--- src/rtl/rf_sram_mp.sv ---
// Multi-port register file: one SRAM copy per read port plus a dump copy.
// Clears itself after reset, bypasses same-cycle writes, streams a dump.
module rf_sram_mp #(
  parameter int DATA_W = 16,
  parameter int ADDR_W = 4,
  parameter int NUM_RD = 2
) (
  input  logic                     clk,
  input  logic                     rst_n,
  input  logic [NUM_RD*ADDR_W-1:0] rd_addr,
  input  logic [NUM_RD-1:0]        re,
  output logic [NUM_RD*DATA_W-1:0] rd_data,
  input  logic [ADDR_W-1:0]        wr_addr,
  input  logic [DATA_W-1:0]        wr_data,
  input  logic                     we,
  output logic                     busy,
  input  logic                     dump_req,
  output logic                     dump_valid,
  output logic [ADDR_W-1:0]        dump_addr,
  output logic [DATA_W-1:0]        dump_data
);

  localparam int DEPTH = 2**ADDR_W;
  localparam int NCOPY = NUM_RD + 1;
  localparam logic [ADDR_W-1:0] LAST  = '1;
  localparam logic [ADDR_W-1:0] FIRST = {{(ADDR_W-1){1'b0}}, 1'b1};

  localparam logic [1:0] CLEAR = 2'd0;
  localparam logic [1:0] READY = 2'd1;
  localparam logic [1:0] DUMP  = 2'd2;

  logic [1:0]        state;
  logic [ADDR_W-1:0] clr_ptr;
  logic [ADDR_W-1:0] dump_ptr;
  logic              clearing;

  logic              ram_we;
  logic [ADDR_W-1:0] ram_waddr;
  logic [DATA_W-1:0] ram_wdata;

  logic [NCOPY-1:0][ADDR_W-1:0]  raddr;
  logic [DATA_W-1:0]             q [NCOPY];
  logic [NUM_RD-1:0][DATA_W-1:0] rd_next;
  logic [DATA_W-1:0]             dump_next;

  assign clearing = (state == CLEAR);
  assign raddr    = {dump_ptr, rd_addr};

  // The clear sweep owns the write port of every copy.
  always_comb begin
    ram_we    = we && (wr_addr != '0);
    ram_waddr = wr_addr;
    ram_wdata = wr_data;
    if (clearing) begin
      ram_we    = 1'b1;
      ram_waddr = clr_ptr;
      ram_wdata = '0;
    end
  end

  for (genvar g = 0; g < NCOPY; g++) begin : g_copy
    logic [DATA_W-1:0] ram [DEPTH];
    always_ff @(posedge clk)
      if (ram_we) ram[ram_waddr] <= ram_wdata;
    assign q[g] = ram[raddr[g]];
  end

  always_comb begin
    rd_next = '0;
    for (int i = 0; i < NUM_RD; i++) begin
      if (raddr[i] == '0)
        rd_next[i] = '0;
      else if (we && (wr_addr == raddr[i]))
        rd_next[i] = wr_data;
      else
        rd_next[i] = q[i];
    end
  end

  assign dump_next = (we && (wr_addr == dump_ptr)) ? wr_data : q[NUM_RD];

  always_ff @(posedge clk or negedge rst_n) begin
    if (!rst_n) begin
      rd_data <= '0;
    end else if (clearing) begin
      rd_data <= '0;
    end else begin
      for (int i = 0; i < NUM_RD; i++)
        if (re[i]) rd_data[i*DATA_W +: DATA_W] <= rd_next[i];
    end
  end

  always_ff @(posedge clk or negedge rst_n) begin
    if (!rst_n) begin
      state      <= CLEAR;
      clr_ptr    <= '0;
      dump_ptr   <= '0;
      busy       <= 1'b1;
      dump_valid <= 1'b0;
      dump_addr  <= '0;
      dump_data  <= '0;
    end else begin
      dump_valid <= 1'b0;
      case (state)
        CLEAR: begin
          clr_ptr <= clr_ptr + 1'b1;
          if (clr_ptr == LAST) begin
            state <= READY;
            busy  <= 1'b0;
          end
        end
        READY: begin
          if (dump_req) begin
            state    <= DUMP;
            dump_ptr <= FIRST;
          end
        end
        DUMP: begin
          dump_valid <= 1'b1;
          dump_addr  <= dump_ptr;
          dump_data  <= dump_next;
          dump_ptr   <= dump_ptr + 1'b1;
          if (dump_ptr == LAST) state <= READY;
        end
        default: state <= CLEAR;
      endcase
    end
  end

endmodule

--- config.mk ---
export PLATFORM = sky130hd
export DESIGN_NAME = rf_sram_mp
export DESIGN_NICKNAME = d
export VERILOG_FILES = /design/src/rtl/rf_sram_mp.sv
export SDC_FILE = /design/constraint.sdc
export NUM_CORES = 1
export LEC_CHECK = 0
export ABC_AREA = 0
export CORE_MARGIN = 4
export CORE_UTILIZATION = 25
export CTS_CLUSTER_SIZE = 16
export DETAILED_ROUTE_END_ITERATION = 10
export GPL_ROUTABILITY_DRIVEN = 0
export PLACE_DENSITY = 0.46
export SYNTH_ARGS = -nofsm -noshare
export SYNTH_HDL_FRONTEND = slang
export SYNTH_SLANG_ARGS = --single-unit
--- constraint.sdc ---
create_clock -name clk -period 3.9 [get_ports clk]
set_input_delay 0.78 -clock clk [delete_from_list [all_inputs] [get_ports clk]]
set_output_delay 0.78 -clock clk [all_outputs]
set_load 0.02 [all_outputs]
**Word level (Yosys, flattened, before mapping)**

Memory sizes are Yosys's and may differ from the RTL's.
Index checks and enable logic that the tools add are counted.

- Register bits after elaboration: 64
- Bits in writable memories: 768
- Input bits: 34
- Memories: 3

- Add/sub/neg operators: 2
- Eq/ne operators: 10
- Muxes and demuxes: 20
- Reductions and logical operators: 14

Memory list:

| memory | words | width | rd ports | clocked after Yosys merged registers in | write ports | RTL line | RTL |
|---|---|---|---|---|---|---|---|
| g_copy[0].ram | 16 | 16 | 1 | 0 | 1 | 62 | `logic [DATA_W-1:0] ram [DEPTH];` |
| g_copy[1].ram | 16 | 16 | 1 | 0 | 1 | 62 |  |
| g_copy[2].ram | 16 | 16 | 1 | 0 | 1 | 62 |  |

Operator list:

| operator | count |
|---|---|
| two-way mux 16 bit | 8 |
| two-way mux 32 bit | 1 |
| == test 4 bit | 3 |
| adder 4 x 1 -> 4 bit, second input constant | 2 |
| == test 4 bit, second input constant | 2 |
| logical NOT 4 bit | 2 |
| two-way mux 4 bit | 2 |
| one-hot mux 4 bit (2 select lines) | 1 |
| two-way mux 2 bit | 3 |
| one-hot mux 2 bit (3 select lines) | 1 |
| nonzero test 2 bit | 3 |
| logical AND 1 bit | 4 |
| two-way mux 1 bit | 4 |
| inequality test 2 bit, second input constant | 2 |
| AND reduction 2 bit | 2 |
| nonzero test 4 bit | 1 |
| AND reduction 3 bit | 1 |
| == test 2 x 1 -> 1 bit, second input constant | 1 |
| == test 2 bit, second input constant | 1 |
| logical NOT 2 bit | 1 |
| inequality test 2 x 1 -> 1 bit, second input constant | 1 |

**Depth between registers and ports, before layout**

Gate-level depths: netlist (run 1).

- Depth after elaboration: 6
- Depth in mapped cells: 9

**Least setup slack after synthesis (run 1)**

Ideal clock, no wire load.

- Path type: input to register
- Start point: in wr_addr[0]
- End point: mem g_copy[1].ram[12][0], enable pin
- Setup time: 388 ps
- Arrival time: 2111 ps
- Data required time: 3512 ps
- Slack: 1400 ps
- Cell stages on the path: 4
- Cells stage by stage: clkbuf_1 nor4b_1 a21oi_1 nor2_1

- Longest elaborated chain between the ends: 5
- Elaborated cells between the ends (all ways): 6
- Those cells by class: mux (4); reduce/logical (2)

Ends and longest elaborated chain:

| item | RTL line | RTL |
|---|---|---|
| start, declared | 13 | `input logic [ADDR_W-1:0] wr_addr,` |
| nonzero test 4 bit | 51 | `ram_we = we && (wr_addr != '0);` |
| logical AND 1 bit | 51 |  |
| two-way mux 1 bit | 54 | `if (clearing) begin` |
| two-way mux 1 bit | 64 | `if (ram_we) ram[ram_waddr] <= ram_wdata;` |
| two-way mux 1 bit (implied by the code) | 64 |  |
| end, declared | 62 |  |

Several ways; a longest one is shown, not always the timed one.

**Worst setup path in the final report (run 1)**

- Start point: reg dump_ptr[1]
- End point: reg dump_data[2]

- Longest elaborated chain between the ends: 3
- Elaborated cells between the ends (all ways): 4
- Those cells by class: eq/ne (1); mux (1); reduce/logical (1); memory (1)

Ends and longest elaborated chain:

| item | RTL line | RTL |
|---|---|---|
| start, declared | 34 | `logic [ADDR_W-1:0] dump_ptr;` |
| start signal, assigned | 122 | `dump_ptr <= dump_ptr + 1'b1;` |
| branches (longest 2 deep; another with memory read (16 x 16 bit)) | - |  |
| two-way mux 16 bit (*) | 80 | `assign dump_next = (we && (wr_addr == dump_ptr)) ? wr_data : q[NUM_RD];` |
| end signal, assigned | 121 | `dump_data <= dump_next;` |
| end, declared | 20 | `output logic [DATA_W-1:0] dump_data` |

Every way passes the cells marked *.
A chain may end at the register's enable or synchronous reset.

==> qor.yml, run 1 <==
synthesis:
  synth_seq_area_share: 0.541
  postSynthCellCount: 1239
  synth_edf_count: 256
  synth_top_area_cell: "edfxtp_1"
  yosys_warnings: 0
  ys_types: 49
  netlist_area_um2: 17200
  synth_adder_area_share: 0.00146
  synth-xor-area-share: 0.00766
  synthArstFlopShare: 0.200
  avgSynthCellArea_um2: 13.8
  muxShareOfSynthArea: 0.253
  yosysMostFrequentCell: "edfxtp_1"
  syn-num-nets: 1275
  synth_top_family_by_area: "multiplexers"
  synth-compound-area-share: 0.0777
  ys_ff_latch: 320
  yosysTopAreaCellShare: 0.448
  synthTopCellsByArea: "edfxtp_1, mux4_2, dfrtp_1, mux2i_1, o22ai_1"
  netlist_top_cells_count: "edfxtp_1, mux2i_1, mux4_2, nand2_1, o22ai_1"
  synth_ff_type: "edfxtp_1"
  synth_simple_gate_area_frac: 0.0801
critical_path:
  crit_required_ps: 4310
  rr_worst_depth: 6
  critPathLaunchType: "flop"
  arrival_ps: 3090
  worstPathMaxFanout: 34
  critPathKind: "flop to flop"
  end_kind: "flop"
timing:
  grt_setup_unrepaired: "no"
  timing_hold_violations_final: 0
  worst_slack_ps: 1220
  tns_ps: 0
  tightestPinTransition_ps: 1040
  fmax_ghz: 0.374
  min_period_over_period: 0.686
  maxSlewViolCount: 0
  skew_ps: 11.4
  setup_violations: 0
  relSlewSlack: 0.307
  post-route-min-period_ps: 2680
  fin_worst_hold_slack_ps: 367
placement:
  place_inst: 2165
  numPortBuffers: 87
  post-place-ws_ps: 849
  dp_hpwl_um: 41700
global_routing:
  grt_max_degree: 65
  overflow: 0
  met1_usage: 0.249
  met3_usage: 0.0491
  grt_pass1_vias: 12396
  top_usage_layer: "met2"
  antenna_found_initial: 1
  grt_usage: 0.178
  gr-usage-met2: 0.266
  grt_pass1_wl_um: 93900
die:
  io_pins: 88
  core-area_um2: 67600
  die_w_um: 270
  start_util: 0.254
  dieArea_um2: 72900
  core.rowCount: 95
  fp.dieH_um: 270
clock_tree:
  clockRootBuffer: "clkbuf_16"
  cts_sinks: 320
  cts_resized: 0
  tritoncts: "yes"
  clock_latency_ps: 560
  post_cts.repair.setup_buffers: 0
  clk_pin_slew_ps: 60
  cts_max_level: 2
  cts_buffers: 39
  cts_max_path_buffers: 3
  cts_hold_buf: 0
final_layout:
  final_cells: 2236
  drive_gt1_frac: 0.228
  fill_cells: 6679
  area_delta_synth_final_pct: 18.9
  antenna_cells: 0
  nNetsFinal: 1369
power:
  max-vdd-ir-drop_v: 0.000288
  power_density_nw_per_um2: 683
  p_leak_nw: 7.05
  finalPower_w: 0.0139
routing:
  ant_nets: 0
  drt_iter0_markers: 1140
  viasPerCell: 5.43
  drtPass1Iterations: 5
  drt_wl_total_um: 66300
  num_vias: 12148
  drcViolationCount: 0
  wl_per_cell_um: 29.6
hold_path:
  holdCritPathClass: "primary input to asynchronous set/reset pin"
status:
  outcome: "finished, final reports clean"
job:
  maxCapViolCount: 0
==> worst paths after layout <==
check	startpoint	endpoint	slack, ps
max	dump_ptr[1]$_DFFE_PN0P_	dump_data[2]$_DFFE_PN0N_	1220
min	rst_n	rd_data[15]$_DFFE_PN0P_	370
max reg2reg	dump_ptr[1]$_DFFE_PN0P_	dump_data[2]$_DFFE_PN0N_	1220
min reg2reg	dump_addr[0]$_DFFE_PN0N_	dump_addr[0]$_DFFE_PN0N_	470
max in group asynchronous	rst_n	dump_ptr[1]$_DFFE_PN0P_	2830
min in group clk	dump_addr[0]$_DFFE_PN0N_	dump_addr[0]$_DFFE_PN0N_	470
==> worst max-delay path, cell delays in order (launching register included) <==
cell and delay (ps):
dfrtp_4 850, buf_12 340, mux4_2 560, mux2i_1 150
nor2_1 50, nor3_1 420, nor3_1 120
==> per-stage QoR <==
step                      area (um^2)   util
final                           20400  0.302
after global routing            20400  0.302
after CTS                       20400  0.302
after detailed placement        19200  0.283
after global placement          19200  0.283
after floorplan                 17200      -
==> routing by layer <==
| layer | up-vias | part of all wire |
|---|---|---|
| met2 | 636 | 0.43 |
| met1 | 6289 | 0.44 |
| li1 | 5092 | - |
| met3 | 129 | 0.099 |
| met4 | 2 | 0.034 |
| met5 | - | 0.00020 |
==> kinds of logic (layout without fill, tap and decap cells) <==
kind of cell / after synthesis / count (layout)
muxes: 289 / 289
DFF: 320 / 320
and+or+nand+nor: 281 / 281
AOI/OAI and AO/OA: 218 / 218
adders and majority gates: 2 / 2
xor gates and xnor gates: 15 / 15
buffers and inverters: 114 / 238
==> layout by cell type, fill, tap and decap left out, types with 27 or more instances in the layout <==
| cell | n |
|---|---|
| mux2_2 | 32 |
| a211oi_1 | 32 |
| mux4_2 | 112 |
| nand2_1 | 82 |
| buf_4 | 66 |
| o22ai_1 | 77 |
| o21ai_1 | 27 |
| o21ai_0 | 52 |
| mux2i_1 | 145 |
| nor2_1 | 48 |
| dfrtp_1 | 60 |
| edfxtp_1 | 256 |
| nor3_1 | 46 |
| clkdlybuf4s50_1 | 80 |
| and3_1 | 33 |
| clkbuf_16 | 41 |
==> cell type report <==
class	count	area, um^2	area share
Sequential cell	320	9300	0.456
Multi-Input combinational cell	805	7250	0.355
Timing Repair Buffer	159	1500	0.0734
Clock buffer	56	1100	0.0540
Tap cell	873	1090	0.0535
Clock inverter	15	134	0.00656
Inverter	8	30.0	0.00147
==> report_power, final <==
| part | internal, W | switching, W | total, W |
|---|---|---|---|
| Clock | 0.00210 | 0.00149 | 0.00359 |
| Combinational | 0.00203 | 0.00300 | 0.00503 |
| Sequential | 0.00470 | 0.000618 | 0.00531 |
| Total | 0.00883 | 0.00511 | 0.0139 |
==> sequential cells by signal, summed over array words and instances (netlist names) <==
signal and flops:
g_copy.ram 256, rd_data 32, dump_data 16, clr_ptr 4, dump_addr 4, dump_ptr 4, state 2, busy 1
dump_valid 1
(Power assumes the default switching activity.)
==> run 2: changes to the inputs <==
clock period = 2.5 ns   (was 3.9 ns; I/O delays follow)
==> run 2 against run 1 <==
Compared with the run above: count of clock-buffer cells in the layout down 8; design area increased by 3.1%; clock power rose by 47%; first-iteration DRC count grew 17%; combinational power up 71%; worst hold slack improved by 70 ps; register-to-register slack got worse by 1000 ps; sequential share of layout area is 1.4 points lower; setup slack lost 1000 ps; largest power group is now combinational cells; power increased by 58%; cell count grew 2.1%.
==> qor.yml, run 2 (same netlist as run 1, synthesis figures left out) <==
placement:
  numPortBuffers: 87  # unchanged
  dp_hpwl_um: 43700  # +4.9%
  post-place-ws_ps: -169  # -1020 ps
  place_inst: 2214  # +2.3%
routing:
  ant_nets: 0  # unchanged
  viasPerCell: 5.45  # +0.27%
  drcViolationCount: 0  # unchanged
  num_vias: 12432  # +2.3%
  drtPass1Iterations: 6  # +1
  drt_wl_total_um: 68000  # +2.6%
  wl_per_cell_um: 29.8  # +0.54%
  drt_iter0_markers: 1336  # +17%
final_layout:
  drive_gt1_frac: 0.258  # +0.0302
  area_delta_synth_final_pct: 22.6
  antenna_cells: 0  # unchanged
  largest_register: "g_copy.ram"
  final_common_cell: "edfxtp_1"
  nNetsFinal: 1418  # +3.6%
  final_cell_mix: "edfxtp_1, mux2i_1, mux4_2, buf_4, nand2_1"
  final_cells: 2282  # +2.1%
  largest_reg_flops: 256  # unchanged
  top_regs: "g_copy.ram (256), rd_data (32), dump_data (16)"
power:
  p_clk_frac: 0.240  # -0.018
  pwr-share-comb: 0.391  # +0.030
  max-vdd-ir-drop_v: 0.000458  # +59%
  p_sw_frac: 0.369  # +0.00273
  internal_power_w: 0.0139  # +57%
  p_leak_nw: 7.40  # +4.9%
  seqPwrFrac: 0.369  # -0.012
  power_density_nw_per_um2: 1050  # +53%
  power_switching_w: 0.00814  # +59%
status:
  outcome: "finished, final reports clean"
timing:
  skew_ps: 10.3  # -1.13 ps
  relSlewSlack: 0.468  # +0.161
  timing_hold_violations_final: 0  # unchanged
  tightestPinTransition_ps: 794  # -244 ps
  worst_slack_ps: 225  # -1000 ps
  tns_ps: 0  # unchanged
  maxSlewViolCount: 0  # unchanged
  post-route-min-period_ps: 2280  # -400 ps
  fmax_ghz: 0.440  # +18%
  setup_violations: 0  # unchanged
  grt_setup_unrepaired: "no"
  min_period_over_period: 0.910  # +0.224
die:
  core-area_um2: 67600  # unchanged
  dieArea_um2: 72900  # unchanged
  io_pins: 88  # unchanged
  start_util: 0.254  # unchanged
  core.rowCount: 95  # unchanged
  fp.dieH_um: 270  # unchanged
  die_w_um: 270  # unchanged
critical_path:
  end_kind: "flop"
  worstPathCellList: "buf_12 -> xor2_1 -> nor3_2 -> a31o_2 -> buf_12 -> nor3_1 -> nor3_1"
  worstPathMaxFanout: 29  # -15%
  critPathKind: "flop to flop"
  slowest_stage: "nor3_1"
  critPathBufInv: 2  # +1
  cp_top_family: "simple AND/OR/NAND/NOR gates"
  crit_required_ps: 2910  # -1400 ps
  arrival_ps: 2680  # -410 ps
  critPathLaunchType: "flop"
  max_stage_delay_ps: 530  # -320 ps
clock_tree:
  cts_sinks: 320  # unchanged
  tritoncts: "yes"
  cts_max_level: 2  # unchanged
  cts_max_path_buffers: 3  # unchanged
  cts_buffers: 38  # -2.6%
  cts_resized: 0  # unchanged
  clockRootBuffer: "clkbuf_16"
  clock_latency_ps: 560  # about the same
  clk_pin_slew_ps: 60  # about the same
global_routing:
  antenna_found_initial: 3  # +2
  grt_pass1_vias: 12579  # +1.5%
  overflow: 0  # unchanged
  grt_usage: 0.182  # +0.00432
  grt_max_degree: 59  # -9.2%
  grt_pass1_wl_um: 96500  # +2.7%
hold_path:
  holdCritPathClass: "primary input to asynchronous set/reset pin"
job:
  maxCapViolCount: 0  # unchanged
run 2: cell types whose count changed in the layout (fill, tap and decap cells not counted), sizes merged:
cell and delta:
bufinv -2, dlygate4sd3 +1, buf +49, clkbuf -8, inv +1, clkinvlp -1
clkinv +6
run 2: path summary, 6_finish.rpt:
check                                    startpoint                        to  cells after the start  slack (ps)
min in group clk           dump_addr[1]$_DFFE_PN0N_  dump_addr[1]$_DFFE_PN0N_                      2         470
max reg2reg                 dump_ptr[1]$_DFFE_PN0P_  dump_data[9]$_DFFE_PN0N_                      7         220
min                                           rst_n      state[1]$_DFFE_PN0P_                      2         440
min reg2reg                dump_addr[1]$_DFFE_PN0N_  dump_addr[1]$_DFFE_PN0N_                      2         470
max in group asynchronous                     rst_n   rd_data[29]$_DFFE_PN0P_                      3        1450
max                         dump_ptr[1]$_DFFE_PN0P_  dump_data[9]$_DFFE_PN0N_                      7         220
run 2: power by group through the flow:
stage               Combinational [W]  Clock [W]  Sequential [W]
floorplan                     0.00467          0         0.00824
global placement              0.00862          0         0.00821
detailed placement            0.00859          0         0.00822
CTS                           0.00862    0.00544         0.00813
global route                  0.00914    0.00568         0.00824
finish                        0.00862    0.00529         0.00813
run 2: cell type report:
class	count	area (um^2)
sequential	320	9300
inverter	8	30.0
multi-input combinational	805	7250
tap	873	1090
clock buffer	48	1060
fill	6586	46600
timing repair buffer	209	2210
clock inverter	19	97.6
run 2: metal layers:
metal	vias up	GRT usage	routed length, um
met5	-	0	0
met3	127	0.0528	6960
li1	5196	-	-
met1	6415	0.257	29300
met2	694	0.273	29700
met4	0	0.0539	2000
run 2: metrics by stage:
step                hold slack [ps]  power (W)  utilization  cell area [um^2]
floorplan                       204     0.0129            -             17200
finish                          437     0.0220        0.311             21000
detailed placement              465     0.0168        0.294             19900
global route                    465     0.0231        0.311             21000
CTS                             439     0.0222        0.311             21000
global placement                459     0.0168        0.294             19900
run 2: repair_timing:
action	in CTS	in global routing
hold buffers	1	0
setup buffers	0	0
endpoints found under the hold margin	27	0
==> run 3: changes to the inputs <==
SKIP_CTS_REPAIR_TIMING = 1   (was not set)
==> results of run 3 <==
Final layout, timing and power as in run 2 (identical DEF).
Main changes from that run: met3 usage 0.0528 -> 0.0529
